### src/rtl/hpdmc_dqs_wctl.sv
// DQS/DQ write-path sequencer for a DDR memory controller: turns each accepted
// write into optional write latency, a DQS preamble, a DQS toggle burst and a postamble.

module hpdmc_dqs_lane (
  input  logic gclk,
  input  logic grst_n,
  input  logic nxt_t,
  input  logic nxt_i,
  output logic dqs_t,
  output logic dqs_i
);
  always_ff @(posedge gclk) begin
    if (!grst_n) begin
      dqs_t <= 1'b1;
      dqs_i <= 1'b0;
    end else begin
      dqs_t <= nxt_t;
      dqs_i <= nxt_i;
    end
  end
endmodule

module hpdmc_dqs_wctl #(
  parameter int WR_LAT    = 1,
  parameter int BURST_LEN = 4
) (
  input  logic       sys_clk,
  input  logic       sys_rst_n,
  input  logic       write,
  output logic       ready,
  output logic [1:0] dqs_t,
  output logic [1:0] dqs_i,
  output logic       dq_t,
  output logic       busy,
  output logic       wr_ovf
);
  localparam int NUM_LANES = 2;
  localparam int BW        = $clog2(BURST_LEN + 1);

  typedef enum logic [2:0] {IDLE, WAIT, PRE, BURST, POST} state_t;

  state_t        state, nxt_state;
  logic [2:0]    wcnt, nxt_wcnt;
  logic [BW-1:0] bcnt, nxt_bcnt;
  logic          chain, nxt_chain;
  logic          accept;
  logic          nxt_dqs_t, nxt_dqs_i, nxt_dq_t, nxt_busy, nxt_ready;

  assign accept = write & ready;

  always_comb begin
    nxt_state = state;
    nxt_wcnt  = wcnt;
    nxt_bcnt  = bcnt;
    nxt_chain = chain;
    case (state)
      IDLE, POST: begin
        if (accept) begin
          // a write taken in POST keeps DQS driven through the next WAIT
          nxt_chain = (state == POST);
          if (WR_LAT > 0) begin
            nxt_state = WAIT;
            nxt_wcnt  = 3'(WR_LAT);
          end else begin
            nxt_state = PRE;
          end
        end else if (state == POST) begin
          nxt_state = IDLE;
        end
      end
      WAIT: begin
        if (wcnt != 3'd0) nxt_wcnt = wcnt - 3'd1;
        if (wcnt <= 3'd1) nxt_state = PRE;
      end
      PRE: begin
        nxt_state = BURST;
        nxt_bcnt  = BW'(BURST_LEN);
      end
      BURST: begin
        if (bcnt != '0) nxt_bcnt = bcnt - BW'(1);
        if (bcnt <= BW'(1)) nxt_state = POST;
      end
      default: nxt_state = IDLE;
    endcase
  end

  // Outputs are registered from the next state so they line up with the state register.
  always_comb begin
    nxt_busy  = (nxt_state != IDLE);
    nxt_ready = (nxt_state == IDLE) || (nxt_state == POST);
    nxt_dq_t  = (nxt_state != BURST);
    nxt_dqs_t = (nxt_state == IDLE) || (nxt_state == WAIT && !nxt_chain);
    nxt_dqs_i = (nxt_state == BURST) && ((state != BURST) || !dqs_i[0]);
  end

  always_ff @(posedge sys_clk) begin
    if (!sys_rst_n) begin
      state  <= IDLE;
      wcnt   <= '0;
      bcnt   <= '0;
      chain  <= 1'b0;
      dq_t   <= 1'b1;
      busy   <= 1'b0;
      ready  <= 1'b1;
      wr_ovf <= 1'b0;
    end else begin
      state  <= nxt_state;
      wcnt   <= nxt_wcnt;
      bcnt   <= nxt_bcnt;
      chain  <= nxt_chain;
      dq_t   <= nxt_dq_t;
      busy   <= nxt_busy;
      ready  <= nxt_ready;
      wr_ovf <= wr_ovf | (write & ~ready);
    end
  end

  for (genvar g = 0; g < NUM_LANES; g++) begin : g_lane
    hpdmc_dqs_lane u_lane (
      .gclk   (sys_clk),
      .grst_n (sys_rst_n),
      .nxt_t  (nxt_dqs_t),
      .nxt_i  (nxt_dqs_i),
      .dqs_t  (dqs_t[g]),
      .dqs_i  (dqs_i[g])
    );
  end
endmodule

### config.mk
export PLATFORM = sky130hd
export DESIGN_NAME = hpdmc_dqs_wctl
export DESIGN_NICKNAME = d
export VERILOG_FILES = /design/src/rtl/hpdmc_dqs_wctl.sv
export SDC_FILE = /design/constraint.sdc
export NUM_CORES = 1
export LEC_CHECK = 0
export CAP_MARGIN = 20
export CORE_UTILIZATION = 50
export CTS_BUF_LIST = sky130_fd_sc_hd__clkbuf_2 sky130_fd_sc_hd__clkbuf_4 sky130_fd_sc_hd__clkbuf_8
export CTS_CLUSTER_DIAMETER = 30
export DETAILED_ROUTE_END_ITERATION = 16
export PLACE_DENSITY = 0.77
export SKIP_LAST_GASP = 1
export SYNTH_ARGS = -nofsm -noshare
export SYNTH_HDL_FRONTEND = slang
export SYNTH_SLANG_ARGS = --single-unit
### constraint.sdc
create_clock -name sys_clk -period 1.4 [get_ports sys_clk]
set_clock_uncertainty 0.15 [all_clocks]
set_input_delay 0.14 -clock sys_clk [delete_from_list [all_inputs] [get_ports sys_clk]]
set_output_delay 0.14 -clock sys_clk [all_outputs]
set_load 0.005 [all_outputs]
==> flow_metrics.env <==
export IMPL_tns_ns=-0.670
export IMPL_place_gp_congestion=0.737
export IMPL_drive_above_1_share_pct=51.7
export IMPL_core_area_um2=1520
export IMPL_routed_via_density=5.33
export IMPL_hold_path_end="state[2]"
export IMPL_failed_checks="setup timing"
export IMPL_post_place_ws_ns=-0.235
export IMPL_wirelength_um=1940
export IMPL_maxSlewHeadroom_pct=81.1
export IMPL_port_buffers=10
export IMPL_dp_cells=125
export IMPL_rr_startpoint="state[1]"
export IMPL_rsz0062_at_grt="true"
export IMPL_finalCriticalPeriod_ns=1.54
export IMPL_p_total_mw=1.91
export IMPL_rr_worst_depth=7
export IMPL_drv_cap=0
export IMPL_crit_type="reg -> reg"
export IMPL_cts_hold_buf=0
export IMPL_clock_sinks=16
export IMPL_holdPathStages=3
export IMPL_crit_path_start_kind="flip-flop"
export IMPL_setup_viol=8
export IMPL_syn_inst=89
export IMPL_syn_nets=98
export IMPL_multiInputGateArea_um2=528
export IMPL_area_delta_synth_final_pct=51.6
export IMPL_dp_hpwl_um=1240
export IMPL_crit_family="buffers and inverters"
export IMPL_grt_pass1_vias=676
export IMPL_p_per_area_nw_per_um2=1540
export IMPL_drc=0
export IMPL_antennaDiodeCount=0
export IMPL_maxSlewViolCount=0
export IMPL_die_area_um2=1800
export IMPL_min_delay_start="sys_rst_n"
export IMPL_hold_class="in -> reg"
export IMPL_slowest_stage="dfxtp_2"
export IMPL_p_comb_share_pct=51.2
export IMPL_start_util_pct=53.8
export IMPL_crit_arrival_ns=1.57
export IMPL_period_share_pct=110
export IMPL_clockBufferDepth=2
export IMPL_die_h_um=42.5
export IMPL_detail_route_wl_per_cell_um=14.3
export IMPL_clockRootBuffer="clkbuf_4"
export IMPL_worst_slack_ns=-0.140
export IMPL_ys_types=31
export IMPL_finalNonFillerCells=136
export IMPL_worst_r2r_endpoint="wcnt[1]"
export IMPL_status="finished with violations"
export IMPL_crit_top_cell="buf_6"
export IMPL_fmax_ghz=0.649
export IMPL_path_max_fanout=4
export IMPL_worst_path_buf_inv=3
export IMPL_p_leak_nw=0.518
export IMPL_syn_area_um2=820
export IMPL_r2r_slack_ns=-0.14
export IMPL_worstMarginPinSlew_ns=0.283
export IMPL_ys_seq_elements=16
export IMPL_die_w_um=42.5
export IMPL_path_cells="buf_6, nor3b_4, buf_6, buf_6, a211oi_2, a31oi_1, nor2_1"
export IMPL_yosysWarnings=0
export IMPL_yosysSeqAreaShare_pct=39.1
export IMPL_firstDrtPassIters=4
export IMPL_irDropWorstVdd_mv=0.936
export IMPL_power_internal_mw=1.25
export IMPL_io_pin_count=11
export IMPL_cts_tree="yes"
export IMPL_clkLatencyLatePin_ns=0.28
export IMPL_final_seq_area_um2=335
export IMPL_htreeDepth=1
export IMPL_grt_ovfl_total=0
export IMPL_sw_frac_of_total_pct=34.7
export IMPL_cpPeakStageDelay_ns=0.35
export IMPL_grt_use_total_pct=21.3
export IMPL_power_frac_seq_pct=32.7
export IMPL_clkPwrFrac_pct=16.1
export IMPL_grt_max_degree=10
export IMPL_path_clk_slew_ns=0.10
export IMPL_synth_avg_cell_area_um2=9.21
export IMPL_antenna_left=0
export IMPL_end_kind="flip-flop"
export IMPL_rows=14
export IMPL_final_nets=130
export IMPL_power_switching_uw=663
export IMPL_drt_iter0_drc=14
export IMPL_cts_buffers=3
export IMPL_hold_viol_final=0
export IMPL_grt_pass1_wl_um=2860
export IMPL_vias=725
export IMPL_fillers=87
export IMPL_antenna_found_initial=0
export IMPL_timing_critical_path_required_ns=1.43
export IMPL_post_route_util_pct=81.5
-- cells by family after synthesis --
logic type	Yosys count	synth area share (%)
mux	1	1.22
xor+xnor	1	1.07
flops	16	39.1
compound gates	21	19.5
buf+inv	15	10.1
simple gates	29	19.8
fa+ha+maj	6	9.16
-- area by class of cell --
type                       instances  share of cell area (%)
inverter                           9                    2.72
multi-input combinational         58                    42.5
tap                               16                    1.61
timing repair buffer              33                    23.3
clock buffer                       4                    2.92
sequential                        16                    27.0
-- tightest hold or removal path, cell delays in order --
cell and delay, ns:
clkdlybuf4s50_1 0.45, nand2_1 0.08, nor3_1 0.04
-- metal layers --
metal	vias up	routed length, um	global-route usage [%]
li1	364	-	-
met1	344	854	24.2
met2	13	995	38.5
met3	4	60	5.17
met4	0	29	6.88
met5	-	0	0
-- layout by cell type (no fill, tap or decap), types with 3 or more instances in the layout --
cell type and n:
buf_6 3, ha_1 4, dlygate4sd2_1 4, dfxtp_2 9
nor2_1 6, clkbuf_4 3, nand3_1 3, inv_1 6
buf_4 20, a21oi_1 4, nand2_1 6, dfxtp_1 6
dlymetal6s2s_1 4
-- how the worst max path moves through the flow --
stage | startpoint | endpoint | slack (ns) | cells after the start
CTS | state[1] | busy | -0.06 | 5
floorplan | state[0] | busy | -0.02 | 5
finish | state[1] | wcnt[1] | -0.14 | 7
detailed placement | write | wcnt[0] | -0.24 | 5
global placement | write | busy | -0.18 | 5
global route | state[1] | wcnt[1] | -0.20 | 7
-- registers in the layout, summed over array words and instances (netlist names) --
name,cells
bcnt,3
ready,1
state,3
g_lane.u_lane.dqs_i,1
dq_t,1
wr_ovf,1
wcnt,3
g_lane.u_lane.dqs_t,1
chain,1
busy,1
-- power groups by stage --
stage | registers [mW] | clock network [mW] | logic (mW)
after floorplan | 0.628 | 0 | 0.460
after global placement | 0.624 | 0 | 0.691
after detailed placement | 0.630 | 0 | 0.710
after CTS | 0.620 | 0.315 | 0.775
after global routing | 0.634 | 0.333 | 1.05
final | 0.625 | 0.307 | 0.978
-- cells in the mapped netlist (all sizes together) --
cell / n / area share, %
a21oi: 6 / 4.1
nand2b: 3 / 2.3
o21ba: 1 / 1.2
a31oi: 4 / 4.9
nand4: 1 / 0.76
nand3: 4 / 2.4
o21bai: 1 / 0.92
a21bo: 1 / 2.0
ha: 6 / 9.2
inv: 8 / 3.7
nor3: 3 / 1.8
nor3b: 2 / 3.2
clkinv: 1 / 0.46
xnor2: 1 / 1.1
buf: 6 / 6.0
o21ai: 4 / 2.4
a211oi: 2 / 1.8
a2bb2oi: 1 / 1.1
dfxtp: 16 / 39
nor2: 6 / 2.7
nand2: 6 / 2.7
mux2i: 1 / 1.2
a311oi: 1 / 1.1
or2: 2 / 1.5
and4bb: 1 / 1.5
nor2b: 1 / 0.76
-- metrics by stage --
stage | cell area [um2] | hold slack, ns
global placement | 1030 | 0.311
global route | 1240 | 0.331
finish | 1240 | 0.311
CTS | 1130 | 0.303
floorplan | 836 | 0.108
detailed placement | 1030 | 0.316
-- what timing repair did --
item | in CTS | in global routing
hold endpoints to repair | 0 | 0
gates resized for setup | 18 | 22
setup buffers | 4 | 3
pin swaps | 11 | 11
endpoints found under the setup margin | 14 | 16
Note: power is estimated with default switching activity, not from simulation.
